## src/rtl/fd_pipe_reg.sv

```systemverilog
`default_nettype none
// fd_pipe_reg: F/D pipeline register with fetch address-error (AdEL) detection,
// stall hold, exception/interrupt flush to a handler bubble and ERET squash.
module fd_pipe_reg #(
  parameter logic [31:0] PC_RESET   = 32'h0000_3000,
  parameter logic [31:0] PC_HANDLER = 32'h0000_4180,
  parameter logic [31:0] IM_LO      = 32'h0000_3000,
  parameter logic [31:0] IM_HI      = 32'h0000_6FFC
) (
  input  logic        clk,
  input  logic        reset,
  input  logic [31:0] PC_F,
  input  logic [31:0] Instr_F,
  input  logic        BD_F,
  input  logic        Stall,
  input  logic        Req,
  input  logic        EretFlush,
  output logic [31:0] PC_D,
  output logic [31:0] Instr_D,
  output logic [4:0]  ExcCode_D,
  output logic        BD_D,
  output logic        Valid_D
);

  localparam logic [4:0] EXC_NONE = 5'd0;
  localparam logic [4:0] EXC_ADEL = 5'd4;

  logic adel_f;

  assign adel_f = (PC_F[1:0] != 2'b00) || (PC_F < IM_LO) || (PC_F > IM_HI);

  // Req outranks Stall so a flush is never lost while the hazard unit holds F/D.
  always_ff @(posedge clk or posedge reset) begin
    if (reset) begin
      PC_D      <= PC_RESET;
      Instr_D   <= 32'd0;
      ExcCode_D <= EXC_NONE;
      BD_D      <= 1'b0;
      Valid_D   <= 1'b0;
    end else if (Req) begin
      PC_D      <= PC_HANDLER;
      Instr_D   <= 32'd0;
      ExcCode_D <= EXC_NONE;
      BD_D      <= 1'b0;
      Valid_D   <= 1'b0;
    end else if (Stall) begin
      PC_D      <= PC_D;
      Instr_D   <= Instr_D;
      ExcCode_D <= ExcCode_D;
      BD_D      <= BD_D;
      Valid_D   <= Valid_D;
    end else if (EretFlush) begin
      PC_D      <= PC_F;
      Instr_D   <= 32'd0;
      ExcCode_D <= EXC_NONE;
      BD_D      <= 1'b0;
      Valid_D   <= 1'b0;
    end else begin
      PC_D      <= PC_F;
      Instr_D   <= adel_f ? 32'd0 : Instr_F;
      ExcCode_D <= adel_f ? EXC_ADEL : EXC_NONE;
      BD_D      <= BD_F;
      Valid_D   <= 1'b1;
    end
  end

endmodule
`default_nettype wire

```

## config.mk

```make
export PLATFORM = sky130hd
export DESIGN_NAME = fd_pipe_reg
export DESIGN_NICKNAME = d
export VERILOG_FILES = /design/src/rtl/fd_pipe_reg.sv
export SDC_FILE = /design/constraint.sdc
export NUM_CORES = 1
export LEC_CHECK = 0
export ABC_AREA = 1
export CORE_AREA = 2 2 63 125
export CTS_CLUSTER_DIAMETER = 150
export DETAILED_ROUTE_END_ITERATION = 10
export DIE_AREA = 0 0 65 127
export PLACE_DENSITY = 0.78
export SLEW_MARGIN = 30
export SYNTH_ARGS = -nofsm -noshare
export SYNTH_HDL_FRONTEND = slang
export SYNTH_SLANG_ARGS = --single-unit
```

## constraint.sdc

```tcl
create_clock -name clk -period 2.7 [get_ports clk]
set_input_delay 0.405 -clock clk [delete_from_list [all_inputs] [get_ports clk]]
set_output_delay 0.405 -clock clk [all_outputs]
set_load 0.05 [all_outputs]
```

==> impl_metrics.toml, run 1 <==
[run_status]
status = "finished, final reports clean"

[synthesis]
ys_warn_count = 0
synth_area_leaders = "dfrtp_1, nand2_1, a22o_1"
postSynthAreaPerCell_um2 = 8.93
synthDistinctLibCells = 20
synth-edff-count = 0
synth_cells = 319
synth_most_common_cell = "nand2_1"
synth_area_leader_cell = "dfrtp_1"
synthArstFlopShare = 1.00
yosys_most_used_dff = "dfrtp_1"
synth_seq_area_share = 0.590
yosys-top-cells-count = "nand2_1, dfrtp_1, nor2_1"
yosysTopAreaCellShare = 0.571
syn_area_um2 = 2850
synth_seq_cells = 67

[critical_path]
cp_cell_sequence = "clkdlybuf4s50_1"
worstPathArrival_ns = 1.66
critPathLaunchType = "flop"
crit_required_ns = 2.30
cp_slowest_cell = "clkdlybuf4s50_1"
rr_startpoint = "PC_D[2]$_DFFE_PP0P_"
r2r_slack_ns = 1.98
crit_path_max_incr_delay_ns = 0.82
r2r_cells = 1
critPathTopFamily = "buffers and inverters"
crit_type = "reg -> out"
r2r_end = "PC_D[2]$_DFFE_PP0P_"
path_max_fanout = 2
end_kind = "output pin"
critPathBufInv = 1

[floorplanning]
num_io_pins = 141
fp.dieW_um = 65
start_util = 0.395
dieArea_um2 = 8260
fp.dieH_um = 127
num_rows = 44
core_um2 = 7210

[sta]
min_period_over_period = 0.765
tightestPinTransition_ns = 0.598
fin_hold_ws_ns = 0.472
slew_viol_final = 0
relSlewSlack = 0.601
hold_viol = 0
grt_setup_unrepaired = "false"
skew_ns = 0
period_minus_slack_ns = 2.07
setup_tns_ns = 0
setup_viol = 0
max_freq_mhz = 484

[clock_network]
cts_tree = "done"
clockBufferDepth = 2
postCtsSetupBuffers = 0
htreeDepth = 3
cts_hold_buf = 0
clk_pin_slew_worst_paths_ns = 0.05
cts_root_buffer = "clkbuf_16"
post_cts_resized = 0
clock_latency_ns = 0.32
cts.sinks = 67
cts_buffers = 9

[route]
vias = 2522
drc = 0
vias_per_cell = 4.60
drt-total-wl_um = 7800
drt-initial-drc-count = 156
ant_nets = 0
wl_per_cell_um = 14.2
first_pass_iters = 4

[global_routing]
grt-busiest-layer = "met2"
grt_max_degree = 41
grt_use_total = 0.202
use_met3 = 0.0493
grt_overflow = 0
grt_pass1_vias = 2551
use_met2 = 0.355
use_met1 = 0.220
grt_first_pass_wirelength_um = 12600
antenna_found_initial = 0

[run]
drv_cap = 0

[power_and_ir_drop]
power.leakage_nw = 2.25
power_density_nw_per_um2 = 541
total_power_mw = 2.44
irDropWorstVdd_mv = 0.331

[placed_design]
place.port_buffers = 136
gp_congestion = 0.784
hpwlAfterDp_um = 5680
postPlaceCellArea_um2 = 4270

[finish]
fin_nets = 524
synthToLayoutAreaGrowth_pct = 58.8
stdcell_area_um2 = 4520
utilization = 0.627
drive_gt1_frac = 0.0504
diodes = 0

[hold_path]
hold_path.class = "in -> async"
kinds of logic (layout without fill, tap and decap cells):
group           after synthesis  after routing  synth area share
simple gates                158            158             0.211
flops                        67             67             0.590
buf+inv                      59            193            0.0962
compound gates               34             34             0.101
other cells                   1              4           0.00132
registers in the layout, indices dropped and copies added (netlist names):
name,flops
BD_D,1
PC_D,32
Instr_D,32
Valid_D,1
ExcCode_D,1
metrics by stage:
step / setup WS, ns / std cells
2_1_floorplan: 0.615 / 322
3_3_place_gp: 0.741 / 535
3_5_place_dp: 0.659 / 535
4_1_cts: 0.608 / 548
5_1_grt: 0.589 / 548
6_report: 0.635 / 548
where the power goes:
part / internal, mW / switching (mW) / leakage [nW]
sequential: 1.04 / 0.0162 / 0.897
combinational: 0.173 / 0.224 / 1.23
clock: 0.630 / 0.365 / 0.122
layout by cell type (no fill, tap or decap):
master	n
nor2_1	43
o22a_1	2
a21oi_1	1
buf_4	5
inv_2	2
o21bai_1	1
a22o_1	29
dfstp_2	2
buf_12	1
or2_1	1
nor3_1	1
inv_1	36
clkbuf_8	1
clkdlybuf4s50_1	136
nand3_1	2
conb_1	4
nand2_1	108
clkbuf_1	3
nor2_4	1
nor2_2	2
o21ai_1	1
dfrtp_1	65
clkbuf_16	9
worst max path at each step:
| stage | start | endpoint | slack, ns | depth (start not counted) |
|---|---|---|---|---|
| global placement | Stall | PC_D[30]$_DFFE_PP0P_ | 0.74 | 5 |
| global route | PC_D[12]$_DFFE_PP1P_ | PC_D[12] | 0.59 | 1 |
| detailed placement | Stall | PC_D[30]$_DFFE_PP0P_ | 0.66 | 5 |
| floorplan | reset | BD_D$_DFFE_PP0P_ | 0.62 | 1 |
| CTS | PC_D[13]$_DFFE_PP1P_ | PC_D[13] | 0.61 | 1 |
| finish | PC_D[13]$_DFFE_PP1P_ | PC_D[13] | 0.63 | 1 |
layer usage:
layer | vias to the layer above | part of all wire
li1 | 1243 | -
met4 | 0 | 0.028
met2 | 88 | 0.55
met3 | 12 | 0.048
met5 | - | 0
met1 | 1179 | 0.37
area by class of cell:
cell class	count	area, um^2
Clock buffer	13	250
Fill cell	632	2690
Tap cell	92	115
Multi-Input combinational cell	196	916
Inverter	38	143
Timing Repair Buffer	142	1420
Sequential cell	67	1680
No activity file was read; power rests on OpenSTA's default activity.
==> run 2: changes to the inputs <==
CORE_AREA = 2 2 66 131   (was 2 2 63 125)
DIE_AREA = 0 0 68 133   (was 0 0 65 127)
PLACE_DENSITY = 0.75   (was 0.78)
clock period = 1.7 ns   (was 2.7 ns; I/O delays follow)
==> run 2 against run 1 <==
Compared with the run above: via count increased by 2.4%; clock-buffer cell count fell by 3; register-to-register slack got worse by 1.0 ns; worst hold slack worse by 0.14 ns; clock power increased by 130%; global-route usage fell by 2.9 points; clock skew unchanged; critical path depth is 7 higher; routed wire length down 3.8%; final cell count is 2.7% higher; sequential share of layout area is 0.42 points lower; largest power group is now clock.
==> impl_metrics.toml, run 2 (synthesized netlist as in run 1, its figures left out) <==
[run_status]
status = "finished, final reports clean"

[route]
wl_per_cell_um = 13.3
ant_nets = 0
drc = 0
vias_per_cell = 4.59
drt-initial-drc-count = 97
first_pass_iters = 4
drt-total-wl_um = 7500
vias = 2582

[power_and_ir_drop]
combPwrFrac = 0.137
irDropWorstVdd_mv = 0.523
power.leakage_nw = 2.46
seqPwrFrac = 0.363
power_density_nw_per_um2 = 1010
p_clk_frac = 0.500
p_switching_mw = 1.06
p_int_mw = 3.54
netSwitchingFraction = 0.231

[clock_network]
clockBufferDepth = 2
post_cts_resized = 0
cts_buffers = 9
postCtsSetupBuffers = 0
htreeDepth = 3
clk_pin_slew_worst_paths_ns = 0.05
cts_hold_buf = 0
cts_tree = "done"
cts.sinks = 67
clock_latency_ns = 0.33
cts_root_buffer = "clkbuf_16"

[critical_path]
crit_path_max_incr_delay_ns = 0.47
crit_type = "in -> reg"
r2r_cells = 1
critPathBufInv = 3
critPathLaunchType = "input port"
r2r_slack_ns = 0.97
critPathTopFamily = "buffers and inverters"
end_kind = "flop"
r2r_end = "PC_D[1]$_DFFE_PP0P_"
crit_top_cell = "nand2_1"
rr_startpoint = "PC_D[1]$_DFFE_PP0P_"
path_max_fanout = 13
cp_cell_sequence = "clkdlybuf4s50_1 -> nor2_2 -> inv_2 -> or2_1 -> buf_4 -> nor2_1 -> nand2_1 -> nand2_1"
crit_required_ns = 1.96
cp_slowest_cell = "clkdlybuf4s50_1"
worstPathArrival_ns = 1.60

[sta]
setup_viol = 0
max_freq_mhz = 746
hold_viol = 0
finalWorstSetupSlack_ns = 0.360
grt_setup_unrepaired = "false"
setup_tns_ns = 0
slew_viol_final = 0
period_minus_slack_ns = 1.34
skew_ns = 0
min_period_over_period = 0.788

[placed_design]
place_ws_ns = -0.00509
place.port_buffers = 136
gp_congestion = 0.722
postPlaceCellArea_um2 = 4200
hpwlAfterDp_um = 5360

[global_routing]
grt-busiest-layer = "met2"
grt_first_pass_wirelength_um = 11900
antenna_found_initial = 0
grt_use_total = 0.173
grt_pass1_vias = 2526
use_met2 = 0.263
use_met1 = 0.211
grt_max_degree = 47
grt_overflow = 0
use_met3 = 0.0816

[floorplanning]
num_rows = 47
fp.dieH_um = 133
start_util = 0.351
core_um2 = 8120
dieArea_um2 = 9040
num_io_pins = 141
fp.dieW_um = 68

[finish]
diodes = 0
multi_input_area_um2 = 916
seq_area_um2 = 1680
final.fill_count = 724
largestRegisters = "Instr_D: 32 flops, PC_D: 32 flops"
final_cell_mix = "nand2_1, buf_4, clkdlybuf4s50_1, dfrtp_1, nor2_1"
stdcell_area_um2 = 4570
drive_gt1_frac = 0.219
fin_nets = 530
synthToLayoutAreaGrowth_pct = 60.6
mostFrequentLayoutCell = "nand2_1"

[run]
drv_cap = 0

[hold_path]
hold_path.class = "in -> async"
-- run 2: cell type report --
type	instances	area share
clock buffer	10	0.0523
multi-input combinational	196	0.200
clock inverter	6	0.0298
tap	98	0.0268
sequential	67	0.367
timing repair buffer	148	0.292
inverter	38	0.0320
-- run 2: worst max path at each step --
stage                     slack, ns  depth (start not counted)                       to     start
after detailed placement     -0.005                          7   Instr_D[9]$_DFFE_PP0P_  PC_F[16]
after global routing           0.25                          7  Instr_D[15]$_DFFE_PP0P_  PC_F[16]
final                          0.36                          8  Instr_D[30]$_DFFE_PP0P_       Req
after floorplan                0.55                          8  Instr_D[23]$_DFFE_PP0P_       Req
after CTS                      0.35                          9   Instr_D[9]$_DFFE_PP0P_  PC_F[18]
after global placement       -0.003                          7  Instr_D[11]$_DFFE_PP0P_  PC_F[16]
-- run 2: tightest hold or removal path: cells and delay by family --
kind	cells	cell delay, ns
buffers and inverters	3	0.75
-- run 2: power groups by stage --
stage	Clock (mW)	Combinational (mW)	Sequential [mW]
floorplan	0	0.171	1.86
global placement	0	0.630	1.70
detailed placement	0	0.634	1.70
CTS	2.35	0.637	1.67
global route	2.41	0.674	1.68
finish	2.30	0.629	1.67
-- run 2: metal layers --
| metal | wire length [um] | part of all wire | up-vias |
|---|---|---|---|
| li1 | - | - | 1259 |
| met1 | 3060 | 0.41 | 1177 |
| met2 | 3330 | 0.44 | 136 |
| met3 | 1010 | 0.13 | 10 |
| met4 | 106 | 0.014 | 0 |
| met5 | 0 | 0 | - |
-- run 2: through the flow --
stage	total power [mW]	cells	util	hold slack (ns)
2_1_floorplan	2.03	322	-	0.385
4_1_cts	4.66	563	0.564	0.328
3_5_place_dp	2.33	547	0.517	0.466
3_3_place_gp	2.33	547	0.517	0.463
5_1_grt	4.76	563	0.564	0.361
6_report	4.60	563	0.564	0.332
==> run 3: changes to the inputs <==
CORE_AREA = 2 2 63 125   (was 2 2 66 131)
DIE_AREA = 0 0 65 127   (was 0 0 68 133)
PLACE_DENSITY = 0.78   (was 0.75)
clock period = 1.4 ns   (was 1.7 ns; I/O delays follow)
==> run 3 against run 2 <==
Compared with the run above: via count increased by 3.8%; sequential share of layout area decreased by 6.3 points; highest routed layer unchanged; critical path depth decreased by 1; global-route usage increased by 5.6 points; non-clock buffer count increased by 8; die area decreased by 8.7%; combinational power increased by 48%; core utilization increased by 20 points.
==> impl_metrics.toml, run 3 (synthesized netlist as in run 1, its figures left out) <==
[clock_network]
cts_root_buffer = "clkbuf_16"
cts_tree = "done"
clockBufferDepth = 2
clk_pin_slew_worst_paths_ns = 0.05
htreeDepth = 3
cts.sinks = 67
cts_buffers = 9
postCtsSetupBuffers = 0
clock_latency_ns = 0.32

[finish]
mostFrequentLayoutCell = "nand2_1"
multi_input_area_um2 = 936
seq_area_um2 = 1680
diodes = 0
final_cell_mix = "nand2_1, buf_12, dfrtp_1, clkdlybuf4s50_1, nor2_1"
drive_gt1_frac = 0.243
final.fill_count = 462
synthToLayoutAreaGrowth_pct = 94.1
largestRegisters = "Instr_D: 32 flops, PC_D: 32 flops"
stdcell_area_um2 = 5530
fin_nets = 538

[run]
drv_cap = 0

[sta]
hold_viol = 0
period_minus_slack_ns = 1.40
slew_viol_final = 0
finalWorstSetupSlack_ns = 0.00187
max_freq_mhz = 715
skew_ns = 0
min_period_over_period = 0.999
setup_viol = 0

[placed_design]
postPlaceCellArea_um2 = 5090
gp_congestion = 0.778
place.port_buffers = 136
place_ws_ns = -0.320
hpwlAfterDp_um = 6370

[floorplanning]
fp.dieH_um = 127
dieArea_um2 = 8260
start_util = 0.395
num_rows = 44
num_io_pins = 141
core_um2 = 7210
fp.dieW_um = 65

[route]
dr_wl_met2_um = 5210
wl_per_cell_um = 16.2
drt-initial-drc-count = 199
maxUsedRoutingLayer = "met4"
drc = 0
drt-total-wl_um = 9140
ant_nets = 0
met1Wirelength_um = 3170
vias = 2680
vias_per_cell = 4.74
first_pass_iters = 4
routed-wl-met3_um = 366

[global_routing]
grt_pass1_vias = 2870
grt_use_total = 0.229
antenna_found_initial = 0
grt_overflow = 0
grt_first_pass_wirelength_um = 14100
grt_max_degree = 39

[power_and_ir_drop]
power_density_nw_per_um2 = 961
power.leakage_nw = 2.85
irDropWorstVdd_mv = 0.672
total_power_mw = 5.31

[critical_path]
crit_type = "in -> reg"
path_max_fanout = 8
critPathLaunchType = "input port"
crit_required_ns = 1.67
end_kind = "flop"
worstPathArrival_ns = 1.66

[hold_path]
hold_path.class = "in -> reg"

[run_status]
status = "finished, final reports clean"
==> run 3: changes by cell type in the layout (fill, tap and decap cells not counted), moves of 3 or more <==
cell,change
buf_4,-64
clkdlybuf4s50_1,-16
buf_12,+69
nor2_1,-3
bufinv_16,-3
dlymetal6s2s_1,+16
==> run 3: cell type report <==
cell class                      instances  share of cell area
Multi-Input combinational cell        196               0.169
Tap cell                               92              0.0208
Inverter                               38              0.0265
Sequential cell                        67               0.304
Clock buffer                           12              0.0482
Clock inverter                          4             0.00860
Timing Repair Buffer                  156               0.423
==> run 3: routing by layer <==
metal  global-route usage  vias to the layer above
met5                    0                        -
met4                0.129                        0
met3               0.0502                       23
met2                0.411                       98
met1                0.239                     1292
li1                     -                     1267
==> run 3: worst max-delay path, cell delays in order <==
cell and delay [ns]:
clkdlybuf4s50_1 0.45, nor3_1 0.27, nand3_2 0.15, nor2_4 0.25, clkbuf_16 0.21, nand2_1 0.06, nand2_1 0.05
==> run 3: power by group <==
part	switching, mW	internal (mW)	leakage (nW)	total [mW]
Combinational	0.452	0.480	1.80	0.931
Clock	0.802	1.52	0.155	2.32
Sequential	0.0666	2.00	0.897	2.06
==> run 3: through the flow <==
step | util | instances | hold WS, ns | setup TNS [ns]
floorplan | - | 322 | 0.340 | 0
global placement | 0.706 | 546 | 0.525 | -10.69
detailed placement | 0.706 | 546 | 0.527 | -11.32
CTS | 0.749 | 562 | 0.371 | 0
global route | 0.766 | 565 | 0.175 | -1.10
finish | 0.766 | 565 | 0.166 | 0
==> run 3: repair_timing <==
item,4_1_cts,5_1_grt
gates resized for setup,0,22
hold buffers,0,0
setup endpoints to repair,0,32
==> run 3: final timing paths <==
path                       depth (start not counted)               startpoint                       to  slack [ns]
max                                                7                 PC_F[17]  Instr_D[15]$_DFFE_PP0P_       0.002
min                                                2                 PC_F[23]     PC_D[23]$_DFFE_PP0P_        0.17
max reg2reg                                        1     PC_D[13]$_DFFE_PP1P_     PC_D[13]$_DFFE_PP1P_        0.63
min reg2reg                                        2  Instr_D[20]$_DFFE_PP0P_  Instr_D[20]$_DFFE_PP0P_        0.54
max in group asynchronous                          3                    reset     PC_D[12]$_DFFE_PP1P_        0.72
min in group asynchronous                          3                    reset     PC_D[18]$_DFFE_PP0P_        0.39
